--- config.mk ---
export PLATFORM = sky130hd
export DESIGN_NAME = mac_row_ctrl_flat
export DESIGN_NICKNAME = d
export VERILOG_FILES = /design/src/rtl/mac_row_ctrl_if.sv /design/src/rtl/mac_row_ctrl.sv /design/src/flat_wrapper.sv
export SDC_FILE = /design/constraint.sdc
export NUM_CORES = 1
export LEC_CHECK = 0
export CAP_MARGIN = 20
export CELL_PAD_IN_SITES_DETAIL_PLACEMENT = 0
export CELL_PAD_IN_SITES_GLOBAL_PLACEMENT = 1
export CORE_UTILIZATION = 43
export CTS_CLUSTER_DIAMETER = 100
export DETAILED_ROUTE_END_ITERATION = 16
export DONT_BUFFER_PORTS = 1
export GPL_ROUTABILITY_DRIVEN = 0
export PLACE_DENSITY_LB_ADDON = 0.05
export SLEW_MARGIN = 15
export SYNTH_ARGS = -nofsm -noshare
export SYNTH_HDL_FRONTEND = slang
export SYNTH_SLANG_ARGS = --single-unit
export TNS_END_PERCENT = 5
--- constraint.sdc ---
create_clock -name i_clk -period 1.7 [get_ports i_clk]
set_input_delay 0.34 -clock i_clk [delete_from_list [all_inputs] [get_ports i_clk]]
set_output_delay 0.34 -clock i_clk [all_outputs]
set_load 0.02 [all_outputs]
--- src/rtl/mac_row_ctrl_if.sv ---
// mac_row_ctrl_if: bundles the job, weight-load, activation-stream and
// mac_row strobe signals between the row controller and its environment.
// The master modport is the controller side; the slave modport is the
// environment side (job source, weight buffer, activation source, mac_row).
interface mac_row_ctrl_if #(
    parameter int bw      = 4,
    parameter int npair_w = 8
);
    // job control
    logic                 start;
    logic [npair_w-1:0]   num_pairs;
    logic                 busy;
    logic                 done;
    // weight-load handshake
    logic                 wload_req;
    logic                 wload_ack;
    // activation-pair stream
    logic                 act_valid;
    logic                 act_ready;
    logic [2*bw-1:0]      act_data;
    logic [3:0]           act_idx;
    // mac_row control
    logic                 load;
    logic                 execute;
    logic                 a_select;
    logic                 acc_done;
    logic [2*bw-1:0]      mac_act;
    logic [3:0]           mac_idx;
    logic                 load_out;
    // status
    logic                 err;

    modport master (
        input  start, num_pairs, wload_ack, act_valid, act_data, act_idx, load_out,
        output busy, done, wload_req, act_ready, load, execute, a_select,
               acc_done, mac_act, mac_idx, err
    );

    modport slave (
        output start, num_pairs, wload_ack, act_valid, act_data, act_idx, load_out,
        input  busy, done, wload_req, act_ready, load, execute, a_select,
               acc_done, mac_act, mac_idx, err
    );
endinterface

--- src/rtl/mac_row_ctrl.sv ---
// mac_row_ctrl: sequences one mac_row job -- weight load, then one
// fetch/execute pass per activation pair, then wait for the row's partial
// sum (load_out) before pulsing done.
//
// Optional feature: define MAC_CTRL_TIMEOUT_EN to add a drain watchdog.
// With it, 255 cycles in DRAIN without load_out set the sticky err flag
// and force the job to DONE. Without it, DRAIN waits forever and err is 0.
//
// state   | meaning
// --------+-----------------------------------------------------------
// S_IDLE  | waiting for start; num_pairs latched on accept
// S_WLOAD | wload_req high until the weight buffer acks
// S_LOAD  | one-cycle load strobe to mac_row
// S_FETCH | act_ready high; capture an activation pair on valid
// S_EXEC  | one-cycle execute strobe; pair counter advances
// S_DRAIN | wait for mac_row load_out (optionally bounded)
// S_DONE  | one-cycle done / acc_done pulse
module mac_row_ctrl #(
    parameter int bw      = 4,
    parameter int npair_w = 8
) (
    input logic             i_clk,
    input logic             i_rst,
    mac_row_ctrl_if.master  bus
);

    typedef enum logic [2:0] {
        S_IDLE  = 3'd0,
        S_WLOAD = 3'd1,
        S_LOAD  = 3'd2,
        S_FETCH = 3'd3,
        S_EXEC  = 3'd4,
        S_DRAIN = 3'd5,
        S_DONE  = 3'd6
    } state_t;

    state_t               r_state;
    state_t               w_next;

    logic [npair_w-1:0]   r_num_pairs;
    logic [npair_w-1:0]   r_count;
    logic [npair_w-1:0]   w_count_inc;
    logic                 r_a_select;
    logic [2*bw-1:0]      r_mac_act;
    logic [3:0]           r_mac_idx;

    logic                 w_job_accept;
    logic                 w_act_accept;
    logic                 w_last_pair;
    logic                 w_drain_timeout;

    logic                 w_busy;
    logic                 w_done;
    logic                 w_wload_req;
    logic                 w_act_ready;
    logic                 w_load;
    logic                 w_execute;

    // A zero-pair job skips straight to DONE and never touches the datapath.
    assign w_job_accept = (r_state == S_IDLE) && bus.start && (bus.num_pairs != '0);
    assign w_act_accept = (r_state == S_FETCH) && bus.act_valid;
    assign w_count_inc  = r_count + 1'b1;
    // Equality against the latched count; the counter stops at num_pairs and never wraps.
    assign w_last_pair  = (w_count_inc == r_num_pairs);

`ifdef MAC_CTRL_TIMEOUT_EN
    logic [7:0] r_drain_cnt;
    logic       r_err;

    // Drain watchdog: reload when entering DRAIN, count down while waiting;
    // terminal count 0 is reached on the 255th DRAIN cycle.
    always_ff @(posedge i_clk or posedge i_rst) begin
        if (i_rst) begin
            r_drain_cnt <= '0;
        end else if ((r_state == S_EXEC) && w_last_pair) begin
            r_drain_cnt <= 8'd254;
        end else if ((r_state == S_DRAIN) && (r_drain_cnt != 8'd0)) begin
            r_drain_cnt <= r_drain_cnt - 8'd1;
        end
    end

    assign w_drain_timeout = (r_state == S_DRAIN) && !bus.load_out && (r_drain_cnt == 8'd0);

    // Sticky error flag, only cleared by reset.
    always_ff @(posedge i_clk or posedge i_rst) begin
        if (i_rst) begin
            r_err <= 1'b0;
        end else if (w_drain_timeout) begin
            r_err <= 1'b1;
        end
    end

    assign bus.err = r_err;
`else
    assign w_drain_timeout = 1'b0;
    assign bus.err         = 1'b0;
`endif

    // State register.
    always_ff @(posedge i_clk or posedge i_rst) begin
        if (i_rst) begin
            r_state <= S_IDLE;
        end else begin
            r_state <= w_next;
        end
    end

    // Next-state logic and Moore-decoded strobes.
    always_comb begin
        w_next      = r_state;
        w_busy      = (r_state != S_IDLE);
        w_done      = 1'b0;
        w_wload_req = 1'b0;
        w_act_ready = 1'b0;
        w_load      = 1'b0;
        w_execute   = 1'b0;
        case (r_state)
            S_IDLE: begin
                if (bus.start) begin
                    w_next = (bus.num_pairs != '0) ? S_WLOAD : S_DONE;
                end
            end
            S_WLOAD: begin
                w_wload_req = 1'b1;
                if (bus.wload_ack) begin
                    w_next = S_LOAD;
                end
            end
            S_LOAD: begin
                w_load = 1'b1;
                w_next = S_FETCH;
            end
            S_FETCH: begin
                w_act_ready = 1'b1;
                if (bus.act_valid) begin
                    w_next = S_EXEC;
                end
            end
            S_EXEC: begin
                w_execute = 1'b1;
                w_next    = w_last_pair ? S_DRAIN : S_FETCH;
            end
            S_DRAIN: begin
                if (bus.load_out || w_drain_timeout) begin
                    w_next = S_DONE;
                end
            end
            S_DONE: begin
                w_done = 1'b1;
                w_next = S_IDLE;
            end
            default: begin
                w_next = S_IDLE;
            end
        endcase
    end

    // Job registers: latch the pair count at job accept; advance the pair
    // counter and flip the accumulator select once per executed pair.
    always_ff @(posedge i_clk or posedge i_rst) begin
        if (i_rst) begin
            r_num_pairs <= '0;
            r_count     <= '0;
            r_a_select  <= 1'b0;
        end else if (w_job_accept) begin
            r_num_pairs <= bus.num_pairs;
            r_count     <= '0;
            r_a_select  <= 1'b0;
        end else if (r_state == S_EXEC) begin
            r_count     <= w_count_inc;
            r_a_select  <= ~r_a_select;
        end
    end

    // Activation pair held for mac_row; only an accepted FETCH handshake updates it.
    always_ff @(posedge i_clk or posedge i_rst) begin
        if (i_rst) begin
            r_mac_act <= '0;
            r_mac_idx <= '0;
        end else if (w_act_accept) begin
            r_mac_act <= bus.act_data;
            r_mac_idx <= bus.act_idx;
        end
    end

    assign bus.busy      = w_busy;
    assign bus.done      = w_done;
    assign bus.acc_done  = w_done;
    assign bus.wload_req = w_wload_req;
    assign bus.act_ready = w_act_ready;
    assign bus.load      = w_load;
    assign bus.execute   = w_execute;
    assign bus.a_select  = r_a_select;
    assign bus.mac_act   = r_mac_act;
    assign bus.mac_idx   = r_mac_idx;

endmodule

--- src/flat_wrapper.sv ---
// flat-port wrapper written by rule: the top's interface ports become plain ports
module mac_row_ctrl_flat 
#(
    parameter int bw      = 4,
    parameter int npair_w = 8
)
  (i_clk, i_rst, bus_start, bus_num_pairs, bus_wload_ack, bus_act_valid, bus_act_data, bus_act_idx, bus_load_out, bus_busy, bus_done, bus_wload_req, bus_act_ready, bus_load, bus_execute, bus_a_select, bus_acc_done, bus_mac_act, bus_mac_idx, bus_err);
  mac_row_ctrl_if #(.bw(bw), .npair_w(npair_w)) bus_i ();
  input logic i_clk;
  input logic i_rst;
  input wire logic [$bits(bus_i.start)-1:0] bus_start;
  input wire logic [$bits(bus_i.num_pairs)-1:0] bus_num_pairs;
  input wire logic [$bits(bus_i.wload_ack)-1:0] bus_wload_ack;
  input wire logic [$bits(bus_i.act_valid)-1:0] bus_act_valid;
  input wire logic [$bits(bus_i.act_data)-1:0] bus_act_data;
  input wire logic [$bits(bus_i.act_idx)-1:0] bus_act_idx;
  input wire logic [$bits(bus_i.load_out)-1:0] bus_load_out;
  output wire logic [$bits(bus_i.busy)-1:0] bus_busy;
  output wire logic [$bits(bus_i.done)-1:0] bus_done;
  output wire logic [$bits(bus_i.wload_req)-1:0] bus_wload_req;
  output wire logic [$bits(bus_i.act_ready)-1:0] bus_act_ready;
  output wire logic [$bits(bus_i.load)-1:0] bus_load;
  output wire logic [$bits(bus_i.execute)-1:0] bus_execute;
  output wire logic [$bits(bus_i.a_select)-1:0] bus_a_select;
  output wire logic [$bits(bus_i.acc_done)-1:0] bus_acc_done;
  output wire logic [$bits(bus_i.mac_act)-1:0] bus_mac_act;
  output wire logic [$bits(bus_i.mac_idx)-1:0] bus_mac_idx;
  output wire logic [$bits(bus_i.err)-1:0] bus_err;
  assign bus_i.start = bus_start;
  assign bus_i.num_pairs = bus_num_pairs;
  assign bus_i.wload_ack = bus_wload_ack;
  assign bus_i.act_valid = bus_act_valid;
  assign bus_i.act_data = bus_act_data;
  assign bus_i.act_idx = bus_act_idx;
  assign bus_i.load_out = bus_load_out;
  assign bus_busy = bus_i.busy;
  assign bus_done = bus_i.done;
  assign bus_wload_req = bus_i.wload_req;
  assign bus_act_ready = bus_i.act_ready;
  assign bus_load = bus_i.load;
  assign bus_execute = bus_i.execute;
  assign bus_a_select = bus_i.a_select;
  assign bus_acc_done = bus_i.acc_done;
  assign bus_mac_act = bus_i.mac_act;
  assign bus_mac_idx = bus_i.mac_idx;
  assign bus_err = bus_i.err;
  mac_row_ctrl #(.bw(bw), .npair_w(npair_w)) u_core (.i_clk(i_clk), .i_rst(i_rst), .bus(bus_i));
endmodule
## After elaboration in Yosys (flattened, before gate mapping)

Cells that the tools add are included.

- Add/subtract/negate cells: 1
- Eq/ne operators: 11
- Mux-type cells: 16
- Bitwise gates (word level): 1
- Reductions and logical operators: 8

Operator list:

| cell | number |
|---|---|
| 3-bit two-way mux | 6 |
| 3-bit case mux with 6 select lines | 1 |
| 8-bit two-way mux | 2 |
| 3-bit == test, second input constant | 3 |
| 8-bit by 1-bit adder with 8-bit output, second input constant | 1 |
| 8-bit == test | 1 |
| 2-bit inequality test, second input constant | 4 |
| 8-bit nonzero test | 1 |
| 1-bit two-way mux | 7 |
| 3-bit by 2-bit == test with 1-bit output, second input constant | 2 |
| 4-bit AND reduction | 1 |
| 3-bit by 1-bit == test with 1-bit output, second input constant | 1 |
| 1-bit logical AND | 3 |
| 3-bit zero test | 1 |
| 3-bit nonzero test | 1 |
| 2-bit nonzero test | 1 |
| 1-bit inverter | 1 |

- Register bits: 32
- Bits of input ports: 26

## Logic depth before layout (Yosys ltp)

Gate-level depths: netlist (run 1).

- Depth after elaboration: 4
- Gate-level depth with buffers: 8

## Worst setup path before layout (run 1)

Ideal clock, no wire load.

- Path kind: flip-flop to flip-flop
- Start point: register u_core.r_state[1]
- End point: register u_core.r_mac_act[0], in the netlist u_core.bus.mac_act[0]
- Library setup time: 0.125 ns
- Arrival: 1.536 ns
- Required time: 1.575 ns
- Path slack: 0.039 ns
- Stages on the path, launching flop included: 7
- Buffers on the path: 2
- Period minus slack after synthesis: 1.661 ns
- Cell sequence: dfrtp_1 > buf_4 > nor2b_1 > and2_1 > nand2_1 > buf_2 > mux2_2

- Longest elaborated chain between the ends: 2

Ends and longest elaborated chain:

| item | line | text |
|---|---|---|
| start: declaration | mac_row_ctrl.sv:37 | `state_t r_state;` |
| start signal: assignment | mac_row_ctrl.sv:104 | `r_state <= w_next;` |
| 3-bit by 2-bit == test with 1-bit output | mac_row_ctrl.sv:61 | `assign w_act_accept = (r_state == S_FETCH) && bus.act_valid;` |
| 1-bit logical AND | mac_row_ctrl.sv:61 |  |
| end signal: assignment | mac_row_ctrl.sv:181 | `r_mac_act <= bus.act_data;` |
| end: declaration | mac_row_ctrl.sv:44 | `logic [2*bw-1:0] r_mac_act;` |

No other way between the ends.
A chain may end at the register's enable or synchronous reset.

## Worst setup path in the final report (run 1)

- Start point: register u_core.r_state[2]
- End point: output port bus_execute

- Longest elaborated chain between the ends: 2

Ends and longest elaborated chain:

| item | line | text |
|---|---|---|
| 3-bit == test | mac_row_ctrl.sv:117 | `case (r_state)` |
| 1-bit two-way mux | mac_row_ctrl.sv:117 |  |
| end: declaration | flat_wrapper.sv:23 | `output wire logic [$bits(bus_i.execute)-1:0] bus_execute;` |

No other way between the ends.

==> results.ini, run 1 <==
[status]
status = complete, no violations

[pwr]
total_power_mw = 3.592
peakVddDrop_uv = 916.8
p_per_area_nw_per_um2 = 1828
leakage_nw = 0.8304

[worst_setup_path]
cp.required_ns = 1.36
r2r-start = u_core.r_count[0]
path_max_fanout = 5
ff2ff_path_depth = 6
r2r_setup_slack_ns = 0.05
cp.arrival_ns = 1.33
critPathKind = reg2out
r2r_end = u_core.r_state[2]
end_kind = primary output
crit_path_start_kind = register

[floorplanning]
fp.dieW_um = 64.23
start_util_pct = 45.15
coreArea_um2 = 3689
dieArea_um2 = 4125
std_cell_rows = 22
die_h_um = 64.23
io_pins = 47

[finish]
diodes = 0
fin_util_pct = 53.26
fillers = 343
seq_area_um2 = 802.0
multi_input_area_um2 = 820.8
drive_gt1_share_pct = 34.71
area_growth_pct = 17.96
final_nets = 196

[drt]
met2WireLength_um = 1601
vias = 1147
drt-pass1-iter-count = 4
wl_met1_um = 1431
drcViolationCount = 0
ant_nets = 0
met3_length_um = 177
wl_per_cell_um = 15.03
drt_wl_total_um = 3277
routed.top_layer = met4
drtIter0Drc = 105
viasPerCell = 5.261

[global_routing]
grt_pass1_wl_um = 5492
grt_max_degree = 33
antenna_found_initial = 0
grt_usage_pct = 17.84
grt.overflow.total = 0
first_global_vias = 1208

[min_path]
hp-class = in2async

[clocking]
cts_tree = yes
cts.sinks = 32
htreeDepth = 2
clkLatencyLatePin_ns = 0.29
root_buffer = clkbuf_8
clk_pin_slew_ns = 0.07
cts_buffer_depth = 2
cts_made_buffers = 5

[yosys]
synth_top_area_share_pct = 48.08
syn_area_per_cell_um2 = 10.88
ys_seq_area_share_pct = 48.08
synth_seq_cells = 32
synthDistinctLibCells = 41
ys.flop_type = dfrtp_1
ys.warnings.count = 0
synthCells = 153
synth_edf_count = 0
synth-async-reset-ratio_pct = 100.0
synth_top_area_cell = dfrtp_1
yosys-top-cells-area = dfrtp_1 48%, mux2_2 13%, xnor2_1 5.8%, nand2_1 2.9%, a21oi_1 2.4%
synth_nets = 180
netlist_area_um2 = 1665

[sta]
hold_violations = 0
fin_crit_ns = 1.672
max_freq_mhz = 598.2
fin_crit_sh_pct = 98.33
setup_slack_ns = 0.02844
final_max_slew_viol_count = 0
setup_violations = 0
clock_skew_ns = 0.009216
rsz0062_at_grt = true

[place]
hpwlAfterDp_um = 2409
port_buffers = 0
pre_cts_ws_ns = -0.007499

[flow_run]
drv_cap = 0

==> synth_stat cells (2+ instances only) <==
cell type	number
dfrtp_1	32
mux2_2	19
nand2_1	13
xnor2_1	11
nor2_1	10
a21oi_1	8
buf_4	5
o21ai_0	5
or3_1	4
xor2_1	4
buf_2	3
inv_1	3
nor3_1	3
a31oi_1	2
and2_1	2
nand4_1	2
nor2b_1	2
nor4_2	2
==> report_power, final <==
part           total, mW  internal, mW  switching, mW
registers           1.57          1.09          0.474
logic               1.42         0.765          0.660
clock network      0.598         0.322          0.275
total               3.59          2.18           1.41
==> routing by layer <==
layer / vias to the layer above / global-route usage [%]
met1: 547 / 22.68
met2: 29 / 27.26
met4: 0 / 8.611
met3: 9 / 5.893
met5: - / 0
li1: 562 / -
==> critical path: stages (launching register included) <==
cell	delay, ns
dfrtp_2	0.41
inv_2	0.05
or3_4	0.41
clkinv_4	0.07
buf_12	0.10
==> logic make-up after synthesis <==
logic type	after synthesis	synth area share, %
compound gates	25	10.14
buf+inv	13	4.357
fa+ha+maj	1	0.7512
xor+xnor	15	7.888
simple gates	46	15.03
flops	32	48.08
mux	20	13.52
other cells	1	0.2252
==> timing repair <==
item                       in CTS  in global routing
buffers inserted                2                  0
hold endpoints to repair        0                  0
pin swaps                       1                  0
hold buffers                    0                  0
cloned                          0                  0
resized for setup               3                  6
setup endpoints to repair       2                  6
==> cells in the final DEF (no fill, tap or decap), types with 2 or more instances in the layout <==
master    instances
buf_4            14
or3_1             3
clkinv_2          2
buf_12            3
clkbuf_8          6
xor2_1            4
o21ai_0           5
xnor2_1          11
mux2_2           19
nor2_1           10
nand4_1           2
inv_1             3
nor3_1            3
a21oi_1           8
nand2_1          13
dfrtp_1          31
nor4_2            2
==> final cells by class <==
class | count | area share, %
Multi-Input combinational cell | 108 | 41.78
Sequential cell | 32 | 40.83
Timing Repair Buffer | 17 | 8.408
Clock buffer | 6 | 4.204
Tap cell | 48 | 3.057
Inverter | 5 | 1.210
Clock inverter | 2 | 0.5096
==> through the flow <==
stage	TNS (ns)	hold slack, ns	instance area [um2]	cells
final	0	0.02412	1964	218
after global routing	-0.06992	0.05275	1964	218
after CTS	-0.004940	0.03092	1946	218
after detailed placement	-0.007499	0.3429	1823	208
after global placement	0	0.3334	1823	208
after floorplan	0	0.4562	1665	153
==> sequential cells by signal (all words and copies together) (netlist names) <==
name / cells
u_core.bus.mac_act: 8
u_core.r_count: 8
u_core.r_num_pairs: 8
u_core.bus.mac_idx: 4
u_core.r_state: 3
u_core.bus.a_select: 1
==> worst max path at each step <==
stage,from,to,slack [ns],depth (start not counted)
2_1_floorplan,u_core.r_state[1],u_core.bus.mac_act[0],0.04,6
3_3_place_gp,u_core.r_count[0],u_core.r_state[1],0.08,6
3_5_place_dp,u_core.r_count[1],u_core.r_state[1],-0.007,6
4_1_cts,u_core.r_state[2],bus_execute,-0.005,4
5_1_grt,u_core.r_count[0],u_core.r_state[2],-0.03,6
6_report,u_core.r_state[2],bus_execute,0.03,4
Note: power is estimated with default switching activity, not from simulation.
==> run 2: changes to the inputs <==
Settings changed: CORE_ASPECT_RATIO from default to 0.7, CORE_MARGIN from default to 5, CORE_UTILIZATION 43 to 33, DONT_BUFFER_PORTS 1 to default.
==> run 2 against run 1 <==
Net effect:
- combinational power grew 53%
- register-to-register slack worse by 0.03 ns
- utilization fell by 2.1 points
- die area rose by 60%
- setup slack got worse by 0.0091 ns
- non-clock buffer count up 51
- maximum frequency shrank 0.54%
==> results.ini, run 2 (synthesis results as in run 1) <==
[status]
status = complete, no violations

[place]
dpl-instance-area_um2 = 2347
hpwlAfterDp_um = 3188
port_buffers = 45

[flow_run]
drv_cap = 0

[min_path]
hp-class = in2async

[finish]
area_growth_pct = 48.46
diodes = 0
final_nets = 247
drive_gt1_share_pct = 31.67
layout_commonest_cell = clkdlybuf4s50_1
final_cell_mix = 36 x clkdlybuf4s50_1, 32 x dfrtp_1, 22 x buf_4
stdcell_area_um2 = 2472
fin_util_pct = 51.14

[drt]
drcViolationCount = 0
vias = 1371
drt-pass1-iter-count = 4
wl_per_cell_um = 14.07
ant_nets = 0
viasPerCell = 4.728
drtIter0Drc = 42
drt_wl_total_um = 4081

[sta]
clock_skew_ns = 0.006760
setup_tns_ns = 0
fin_crit_sh_pct = 98.86
final_max_slew_viol_count = 0
rsz0062_at_grt = true
fin_crit_ns = 1.681
max_freq_mhz = 595.0
hold_violations = 0
setup_violations = 0

[clocking]
root_buffer = clkbuf_8
cts.sinks = 32
clk_pin_slew_ns = 0.08
postCtsSetupBuffers = 0
cts_made_buffers = 5
htreeDepth = 2
cts_buffer_depth = 2
clkLatencyLatePin_ns = 0.28
cts_tree = yes

[floorplanning]
dieArea_um2 = 6590
io_pins = 47
fp.dieW_um = 94.91
start_util_pct = 34.45
std_cell_rows = 21
coreArea_um2 = 4835
die_h_um = 69.44

[global_routing]
grt_pass1_wl_um = 6672
grt.overflow.total = 0
grt_max_degree = 21
antenna_found_initial = 0
grt_usage_pct = 12.82
first_global_vias = 1401

[worst_setup_path]
r2r-start = u_core.r_count[0]
cp.required_ns = 1.86
cp-startpoint = u_core.r_count[0]
end_kind = register
crit_end = u_core.r_state[1]
critPathKind = reg2reg
path_max_fanout = 6
cp.arrival_ns = 1.84
ff2ff_path_depth = 6
r2r_end = u_core.r_state[1]
crit_path_start_kind = register
r2r_setup_slack_ns = 0.02

[pwr]
leakage_nw = 1.067
peakVddDrop_uv = 625.5
p_per_area_nw_per_um2 = 1704

[run 2: cell types whose count changed in the layout (fill, tap and decap cells not counted), sizes merged]
cell	previous run	this run
clkinv	3	2
bufinv	0	1
clkinvlp	0	1
dlymetal6s2s	0	2
clkbuf	6	5
buf	17	30
clkdlybuf4s50	0	36
[run 2: metal layers]
layer | wire (um) | GRT usage [%] | up-vias
li1 | - | - | 674
met1 | 1996 | 17.64 | 648
met2 | 1720 | 17.97 | 45
met3 | 329 | 5.640 | 4
met4 | 34 | 3.840 | 0
met5 | 0 | 0 | -
[run 2: worst max-delay path: stages (launching register included)]
cell and delay (ns):
dfrtp_1 0.38, ha_2 0.23, nand3_4 0.11, or3_1 0.34, a21oi_1 0.17, o311a_1 0.25
a211oi_2 0.08
[run 2: cell type report]
cell class	count	area, um2
Inverter	5	20.02
Clock buffer	5	68.82
Clock inverter	3	42.54
Timing Repair Buffer	68	620.6
Sequential cell	32	800.8
Fill cell	460	2362
Tap cell	69	86.33
Multi-Input combinational cell	108	833.3
[run 2: report_power, final]
part	total [mW]	internal, mW	switching [mW]
logic	2.17	1.15	1.02
clock network	0.723	0.433	0.290
registers	1.32	1.09	0.227
[run 2: worst min path at each step]
stage | from | end | cells after the start
after floorplan | i_rst | u_core.bus.a_select | 1
after global placement | u_core.bus.mac_act[4] | u_core.bus.mac_act[4] | 1
after detailed placement | u_core.bus.mac_act[1] | u_core.bus.mac_act[1] | 1
after CTS | i_rst | u_core.bus.mac_act[0] | 3
after global routing | i_rst | u_core.bus.mac_act[6] | 3
final | i_rst | u_core.bus.mac_idx[2] | 3
[run 2: timing repair]
action | in CTS | in global routing
endpoints found under the hold margin | 0 | 0
resized for setup | 28 | 12
cloned | 0 | 0
pin swaps | 0 | 6
hold buffers | 0 | 0
setup endpoints to repair | 9 | 15
[run 2: per-stage QoR]
step	std cells	worst slack [ns]	total power [mW]	hold WS, ns
2_1_floorplan	153	0.03893	2.552	0.4562
3_3_place_gp	282	-0.2083	3.451	0.4879
3_5_place_dp	282	-0.2600	3.470	0.4948
4_1_cts	290	-0.03356	4.214	0.3599
5_1_grt	290	-0.04491	4.492	0.3814
6_report	290	0.01930	4.213	0.3583
==> run 3: changes to the inputs <==
Settings changed: MAX_ROUTING_LAYER from default to met4, TNS_END_PERCENT 5 to 30.
==> run 3 against run 2 <==
Net effect:
- utilization did not move
- final cell count did not move
- critical path depth did not move
- sequential cell count did not move
- maximum frequency barely moved
- critical path type unchanged
- largest cell class unchanged
==> results.ini, run 3 (synthesis results as in run 1) <==
[drt]
drcViolationCount = 0
vias = 1371
ant_nets = 0
viasPerCell = 4.728
wl_per_cell_um = 14.09
drtIter0Drc = 43
drt-pass1-iter-count = 4
drt_wl_total_um = 4087

[global_routing]
grt_usage_pct = 13.17
first_global_vias = 1401
antenna_found_initial = 0
grt_max_degree = 21
grt_pass1_wl_um = 6672
grt.overflow.total = 0

[worst_setup_path]
crit_path_start_kind = register
cp.arrival_ns = 1.84
cp.required_ns = 1.86
path_max_fanout = 6
end_kind = register
ff2ff_path_depth = 6
critPathKind = reg2reg

[sta]
setup_tns_ns = 0
hold_violations = 0
max_freq_mhz = 595.0
final_max_slew_viol_count = 0
rsz0062_at_grt = true
fin_crit_ns = 1.681
fin_crit_sh_pct = 98.87
hold_slack_ns = 0.3582
clock_skew_ns = 0.006789
setup_violations = 0

[min_path]
hp-class = in2async

[flow_run]
drv_cap = 0

[place]
hpwlAfterDp_um = 3188
port_buffers = 45

[finish]
final_nets = 247
area_growth_pct = 48.46
drive_gt1_share_pct = 31.67
multi_input_area_um2 = 833.3
seq_area_um2 = 800.8
final_cell_mix = 36 x clkdlybuf4s50_1, 32 x dfrtp_1, 22 x buf_4
fin_util_pct = 51.14
layout_commonest_cell = clkdlybuf4s50_1
fillers = 460
diodes = 0

[floorplanning]
start_util_pct = 34.45
std_cell_rows = 21
fp.dieW_um = 94.91
io_pins = 47
coreArea_um2 = 4835
die_h_um = 69.44
dieArea_um2 = 6590

[status]
status = complete, no violations

[clocking]
cts_made_buffers = 5
cts.sinks = 32
htreeDepth = 2
clkLatencyLatePin_ns = 0.28
cts_tree = yes
postCtsSetupBuffers = 0
root_buffer = clkbuf_8
clk_pin_slew_ns = 0.08
cts_buffer_depth = 2

[pwr]
p_per_area_nw_per_um2 = 1704
leakage_nw = 1.067
total_power_mw = 4.213
peakVddDrop_uv = 625.6

## run 3: cell counts in the layout (fill, tap and decap cells not counted)
No cell type changed its count.
## run 3: layout make-up
type                            count  area share (%)
Clock inverter                      3           1.721
Timing Repair Buffer               68           25.10
Multi-Input combinational cell    108           33.70
Sequential cell                    32           32.39
Clock buffer                        5           2.783
Inverter                            5          0.8097
Tap cell                           69           3.492
## run 3: power by group
part           switching, mW  total (mW)  internal [mW]
registers              0.227        1.32           1.09
logic                   1.02        2.17           1.15
clock network          0.290       0.723          0.434
total                   1.54        4.21           2.67
## run 3: metal layers
metal | vias to the layer above | routed length (um) | track usage [%] | share of wire, %
li1 | 674 | - | - | -
met1 | 648 | 2021 | 17.78 | 49
met2 | 45 | 1721 | 17.97 | 42
met3 | 4 | 310 | 5.423 | 7.6
met4 | 0 | 34 | 3.840 | 0.83
met5 | - | 0 | - | 0
## run 3: path summary, 6_finish.rpt
kind | end | from | slack, ns
max in group asynchronous | u_core.r_count[4] | i_rst | 1.07
min reg2reg | u_core.bus.mac_act[2] | u_core.bus.mac_act[2] | 0.51
max | u_core.r_state[1] | u_core.r_count[0] | 0.02
min in group i_clk | u_core.r_num_pairs[0] | bus_num_pairs[0] | 0.39
max reg2reg | u_core.r_state[1] | u_core.r_count[0] | 0.02
min | u_core.bus.mac_idx[2] | i_rst | 0.36
## run 3: timing repair
item,in CTS,in global routing
setup endpoints to repair,9,15
gates resized for setup,28,12
pin swaps,0,6
hold buffers,0,0
## run 3: per-stage QoR
step	cell area (um2)	cells	setup slack (ns)
4_1_cts	2455	290	-0.03356
3_3_place_gp	2347	282	-0.2083
5_1_grt	2472	290	-0.04491
3_5_place_dp	2347	282	-0.2600
2_1_floorplan	1665	153	0.03893
6_report	2472	290	0.01921
## run 3: critical path, stage by stage (launching register included)
cell,delay [ns]
dfrtp_1,0.38
ha_2,0.23
nand3_4,0.11
or3_1,0.34
a21oi_1,0.17
o311a_1,0.25
a211oi_2,0.08
